[src/rtl/interfaz_botones_pkg.sv]
// interfaz_botones_pkg: shared debounce state encoding and default sizing constants.
package interfaz_botones_pkg;
  typedef enum logic [1:0] {
    ST_LOW    = 2'd0,
    CONF_HIGH = 2'd1,
    ST_HIGH   = 2'd2,
    CONF_LOW  = 2'd3
  } db_state_t;
  localparam int DEF_N_BTN     = 5;
  localparam int DEF_DB_CYCLES = 50000;
  localparam int DEF_CNT_W     = 16;
endpackage

[src/rtl/interfaz_botones_debounce.sv]
// boton_debounce: 2-flop synchronizer plus confirm-count debouncer for one button.
module boton_debounce
  import interfaz_botones_pkg::*;
#(
  parameter int DB_CYCLES = DEF_DB_CYCLES,
  parameter int CNT_W     = DEF_CNT_W
) (
  input  logic clk,
  input  logic reset,
  input  logic btn_in,
  output logic btn_level,
  output logic btn_press,
  output logic btn_release
);
  localparam logic [CNT_W-1:0] DB_MAX = CNT_W'(DB_CYCLES);
  logic [1:0] sync;
  logic s;
  db_state_t state, state_nxt;
  logic [CNT_W-1:0] cnt, cnt_nxt;
  logic press_nxt, release_nxt;
  assign s = sync[1];
  always_ff @(posedge clk or posedge reset)
    if (reset) sync <= '0;
    else sync <= {sync[0], btn_in};
  always_ff @(posedge clk or posedge reset)
    if (reset) begin
      state       <= ST_LOW;
      cnt         <= '0;
      btn_press   <= 1'b0;
      btn_release <= 1'b0;
    end else begin
      state       <= state_nxt;
      cnt         <= cnt_nxt;
      btn_press   <= press_nxt;
      btn_release <= release_nxt;
    end
  // Counter saturates at DB_MAX: the accepting sample clears it, so it never wraps.
  always_comb begin
    state_nxt   = state;
    cnt_nxt     = '0;
    press_nxt   = 1'b0;
    release_nxt = 1'b0;
    case (state)
      ST_LOW:
        if (s) begin
          state_nxt = CONF_HIGH;
          cnt_nxt   = CNT_W'(1);
        end
      CONF_HIGH:
        if (!s) state_nxt = ST_LOW;
        else if (cnt < DB_MAX) cnt_nxt = cnt + 1'b1;
        else begin
          state_nxt = ST_HIGH;
          press_nxt = 1'b1;
        end
      ST_HIGH:
        if (!s) begin
          state_nxt = CONF_LOW;
          cnt_nxt   = CNT_W'(1);
        end
      CONF_LOW:
        if (s) state_nxt = ST_HIGH;
        else if (cnt < DB_MAX) cnt_nxt = cnt + 1'b1;
        else begin
          state_nxt   = ST_LOW;
          release_nxt = 1'b1;
        end
    endcase
  end
  // Accepted level is high in ST_HIGH and while confirming a release.
  always_comb btn_level = (state == ST_HIGH) || (state == CONF_LOW);
endmodule

[src/rtl/interfaz_botones.sv]
// interfaz_botones: N_BTN independent button debouncers with a combined press flag.
module interfaz_botones
  import interfaz_botones_pkg::*;
#(
  parameter int N_BTN     = DEF_N_BTN,
  parameter int DB_CYCLES = DEF_DB_CYCLES,
  parameter int CNT_W     = DEF_CNT_W
) (
  input  logic             clk,
  input  logic             reset,
  input  logic [N_BTN-1:0] btn_in,
  output logic [N_BTN-1:0] btn_level,
  output logic [N_BTN-1:0] btn_press,
  output logic [N_BTN-1:0] btn_release,
  output logic             any_press
);
  for (genvar i = 0; i < N_BTN; i++) begin : g_btn
    boton_debounce #(
      .DB_CYCLES(DB_CYCLES),
      .CNT_W    (CNT_W)
    ) u_db (
      .clk        (clk),
      .reset      (reset),
      .btn_in     (btn_in[i]),
      .btn_level  (btn_level[i]),
      .btn_press  (btn_press[i]),
      .btn_release(btn_release[i])
    );
  end
  // OR of flop outputs, so it lines up with btn_press in the same cycle.
  assign any_press = |btn_press;
endmodule
[config.mk]
export PLATFORM = sky130hd
export DESIGN_NAME = interfaz_botones
export DESIGN_NICKNAME = d
export VERILOG_FILES = /design/src/rtl/interfaz_botones_pkg.sv /design/src/rtl/interfaz_botones_debounce.sv /design/src/rtl/interfaz_botones.sv
export SDC_FILE = /design/constraint.sdc
export NUM_CORES = 1
export LEC_CHECK = 0
export CAP_MARGIN = 30
export CORE_MARGIN = 3
export CORE_UTILIZATION = 29
export DETAILED_ROUTE_END_ITERATION = 8
export GPL_ROUTABILITY_DRIVEN = 0
export PLACE_DENSITY = 0.51
export SLEW_MARGIN = 20
export SYNTH_ARGS = -nofsm -noshare
export SYNTH_HDL_FRONTEND = slang
export SYNTH_HIERARCHICAL = 1
export SYNTH_SLANG_ARGS = --single-unit
export TNS_END_PERCENT = 10
[constraint.sdc]
create_clock -name clk -period 1.95 [get_ports clk]
set_input_delay 0.39 -clock clk [delete_from_list [all_inputs] [get_ports clk]]
set_output_delay 0.39 -clock clk [all_outputs]
set_load 0.03 [all_outputs]
=== After elaboration in Yosys (flattened, before gate mapping) ===
Index checks and enable logic that the tools add are counted.

* $add $sub $neg: 5
* Magnitude comparators: 5
* Equality and inequality tests: 35
* Mux-type cells: 90
* Reductions and logical operators: 16

{| class="wikitable"
|+ Operators by type and width
! cell !! count
|-
| one-hot mux 16 bit (4 select lines) || 5
|-
| 2-to-1 mux 16 bit || 15
|-
| adder 16 x 1 -> 16 bit, second input constant || 5
|-
| < comparator 16 bit, second input constant || 5
|-
| 2-to-1 mux 2 bit || 30
|-
| one-hot mux 2 bit (4 select lines) || 5
|-
| 2-to-1 mux 1 bit || 35
|-
| == test 2 bit, second input constant || 10
|-
| AND reduction 4 bit || 5
|-
| != test 3 x 2 -> 1 bit, second input constant || 5
|-
| != test 3 bit, second input constant || 5
|-
| == test 2 x 1 -> 1 bit, second input constant || 5
|-
| logical NOT 2 bit || 5
|-
| != test 2 x 1 -> 1 bit, second input constant || 5
|-
| != test 2 bit, second input constant || 5
|-
| logical OR 1 bit || 5
|-
| OR reduction 5 bit || 1
|}

* Bits in registers: 110
* Input port bits: 7
* Output and inout bits: 16
* Logic and storage cells: 176

=== Longest topological paths before layout ===
* Depth after elaboration: 4
* Depth in mapped cells: 5
* Gate-level depth less buffers: 5

=== Hierarchy ===
Netlist, hierarchy kept.

{| class="wikitable"
|+ By module, submodules not included
! module !! instances !! cells an instance !! area each (um^2) !! sequential area each (um^2)
|-
| boton_debounce (g_btn[0].u_db ...) || 4 || 94 || 1093.5 || 550.5
|-
| boton_debounce (g_btn[4].u_db) || 1 || 98 || 1002.2 || 550.5
|-
| interfaz_botones || 1 || 3 || 12.5 || 0.0
|}

=== Worst setup path before layout ===
Ideal clock, no wire load.

* Kind: flip-flop to flip-flop
* From: register with a tool-made name
* To: register g_btn[4].u_db.cnt[10]
* Library setup time: 121 ps
* Arrival time: 1347 ps
* Required time: 1829 ps
* Path slack: 482 ps
* Cell stages (with the launch flop): 6
* Buffers on the path: 1
* Clock period less this slack: 1468 ps
* Cell sequence: dfrtp_1 -> xnor2_1 -> nor2_1 -> a31oi_1 -> buf_2 -> nor2_1

{| class="wikitable"
|+ RTL lines
! what !! line !! text
|-
| end signal, assigned || interfaz_botones_debounce.sv:33 || <nowiki>cnt <= cnt_nxt;</nowiki>
|-
| end, declared || interfaz_botones_debounce.sv:19 || <nowiki>logic [CNT_W-1:0] cnt, cnt_nxt;</nowiki>
|}

=== Worst setup path after layout ===
* From: register g_btn[4].u_db.btn_press
* To: output btn_press[4]

{| class="wikitable"
|+ RTL lines
! what !! line !! text
|-
| start, declared || interfaz_botones_debounce.sv:12 || <nowiki>output logic btn_press,</nowiki>
|-
| start signal, assigned || interfaz_botones_debounce.sv:34 || <nowiki>btn_press <= press_nxt;</nowiki>
|-
| end, declared || interfaz_botones.sv:13 || <nowiki>output logic [N_BTN-1:0] btn_press,</nowiki>
|}

No word-level cell between the ends.

==> metrics.md <==
| Metric | Value |
|---|---|
| Initial antenna violation count | `0` |
| CTS Buf Count | `9` |
| Pins Over Slew Limit | `0` |
| CTS Sinks | `110` |
| Critical path startpoint | `g_btn[4].u_db/btn_press` |
| Number of port buffers | `22` |
| IO Pins | `23` |
| R2R setup slack | `0.38 ns` |
| RSZ-0062 raised after global routing | `no` |
| Max cap viols | `0` |
| Dpl hpwl | `6.805 mm` |
| Post-Synthesis Cell Area | `5389 um2` |
| Final core utilization | `0.3471` |
| Status | `completed` |
| Share of cells above drive strength 1 | `0.2147` |
| Routed len/inst | `12.74 um` |
| Area of the die | `20250 um2` |
| Slowest-stage cell, CP | `clkdlybuf4s50_1` |
| WP data arrival | `1.47 ns` |
| 1st-iter DRT viols | `176` |
| Hold buffers post-CTS | `0` |
| Clock root buffer | `clkbuf_16` |
| Crit share post-route | `0.9557` |
| HP Class | `input pin to async pin` |
| Vias/cell | `4.579` |
| Syn_nets | `489` |
| Synth cell types | `33` |
| Diode count | `0` |
| Nets | `524` |
| Synthesis-to-layout area growth | `16.51%` |
| Clock tree buffer depth | `2` |
| Worst setup path category | `register to output pin` |
| DRC viols | `0` |
| Critical-path maximum fanout | `2` |
| Die X | `142.3 um` |
| Skew-Pair Late Insertion Delay | `0.35 ns` |
| Setup Buffers After CTS | `0` |
| Register area share after synthesis | `0.5108` |
| Pleak | `2.607 nW` |
| Pwr per Cell Area | `746.0 nW/um2` |
| Vias | `3416` |
| Final hold viol count | `0` |
| CORE AREA | `18090 um2` |
| First-pass GRT wire length | `16.99 mm` |
| Post-Syn Instances | `477` |
| Peak supply drop | `410.9 uV` |
| Largest net degree at the start of global routing | `23` |
| Final setup viols | `0` |
| Die span in y | `142.3 um` |
| Setup TNS | `0 ns` |
| Total power | `4.684 mW` |
| Total gr overflow | `0` |
| Slew HR | `0.6790` |
| CP top delay family | `buffers and inverters` |
| CP peak stage delay | `0.75 ns` |
| Crit. End Element | `output pin` |
| Worst setup SP type | `register` |
| Clock-pin slew on the worst setup and hold paths | `0.07 ns` |
| Critical path required time | `1.56 ns` |
| Clock skew | `0.005548 ns` |
| Worst-margin pin slew | `0.4776 ns` |
| H-tree levels | `3` |
| Std cell rows | `49` |
| Post-DRT Antenna Nets | `0` |
| Drt pass-1 iters | `4` |
| Worst-path cell chain | `clkdlybuf4s50_1` |
| #FFs+latches synth | `110` |
| Starting density of the core | `0.2980` |
| TritonCTS clock tree | `yes` |
| Fillers | `1753` |
| Max Clock Freq | `0.5366 GHz` |
| Worst Path Buf+Inv | `1` |
| Warnings, synthesis | `6` |
| All-Layer GR Usage | `0.1030` |
| Vias in the first global route | `3500` |
| Final wirelength | `9.507 mm` |
| Final period demand of the worst path | `1.864 ns` |
| Post-synthesis average cell area | `11.30 um2` |
==> state kept, by name, indices dropped and copies added, names as in the netlist, named ones only <==
| name | count |
|---|---|
| g_btn.u_db/state | 5 |
| g_btn.u_db/cnt | 80 |
| g_btn.u_db/btn_press | 5 |
| g_btn.u_db/sync | 10 |
| g_btn.u_db/btn_release | 5 |
==> layout by cell type, fill, tap and decap left out, drive strengths merged, types with 2 or more instances in the layout <==
cell / n
mux2: 5
nor2: 100
nand3: 30
a21oi: 6
clkdlybuf4s50: 20
dfrtp: 110
bufinv: 3
o211ai: 4
o21a: 5
a31oi: 10
nor3: 21
clkinv: 2
xnor2: 59
buf: 12
clkinvlp: 2
nand2: 20
nand4: 11
ha: 5
clkbuf: 9
and3b: 10
inv: 26
a211oi: 10
or3: 2
xor2: 10
nor4: 20
==> metrics by stage <==
stage          area, um2  hold WS, ns  instances  worst slack, ns
2_1_floorplan       5389       0.3312        477           0.4815
3_3_place_gp        5929       0.3334        730           0.3270
3_5_place_dp        5929       0.3358        730           0.3213
4_1_cts             6276       0.3446        746          0.03643
5_1_grt             6279       0.3619        746          0.02111
6_report            6279       0.3437        746          0.08630
==> Yosys cell counts (all sizes together) <==
master    n  area (um2)
nor4     20       260.2
o21a      5       37.54
or3       2       12.51
ha        5       62.56
nor3     21       105.1
inv      26       97.59
dfrtp   110        2753
a31oi    10       122.6
and3b    10       87.58
xnor2    59       516.8
nor2    100       465.5
o21bai    1       7.510
or2       1       8.760
mux2      5       56.30
a21oi     6       45.04
nand2    20       75.07
a211oi   10       95.09
o21ai     1       5.000
buf       5       50.04
nand4    11       188.9
clkbuf    5       18.77
nand3    30       180.2
xor2     10       87.58
o211ai    4       50.05
==> metal layers <==
layer / global-route usage / wire (um) / up-vias / share of wire
li1: - / - / 1694 / -
met1: 0.1342 / 4611 / 1671 / 0.49
met2: 0.1637 / 4340 / 34 / 0.46
met3: 0.02050 / 279 / 17 / 0.029
met4: 0.05153 / 275 / 0 / 0.029
met5: 0 / 0 / - / 0
==> where the power goes <==
group | switching (mW) | internal (mW) | total (mW)
clock network | 0.837 | 1.26 | 2.10
registers | 0.0373 | 2.32 | 2.36
logic | 0.145 | 0.0842 | 0.229
==> area by class of cell <==
type | count | area, um2 | share of cell area
clock inverter | 7 | 122.6 | 0.01953
tap | 229 | 286.5 | 0.04564
timing repair buffer | 34 | 324.1 | 0.05161
multi-input combinational | 331 | 2470 | 0.3934
clock buffer | 9 | 225.2 | 0.03587
inverter | 26 | 97.59 | 0.01554
sequential | 110 | 2753 | 0.4384
==> timing repair <==
action / CTS / global route
resized for setup: 1 / 1
cloned: 0 / 0
setup endpoints to repair: 1 / 1
==> final timing paths <==
check | cells after the start | to
min in group clk | 0 | g_btn[0].u_db/sync[1]
max in group asynchronous | 3 | g_btn[4].u_db/state[0]
max reg2reg | 5 | g_btn[2].u_db/cnt[9]
min | 2 | g_btn[4].u_db/btn_press
min reg2reg | 0 | g_btn[0].u_db/sync[1]
max | 1 | btn_press[4]
==> logic make-up after synthesis <==
group,share of synthesized area
DFF,0.5108
adders and majority gates,0.01161
AOI/OAI and AO/OA,0.06733
and+or+nand+nor,0.2568
muxes,0.01045
buffers and inverters,0.03088
xor gates and xnor gates,0.1121
No activity file was read; power rests on OpenSTA's default activity.
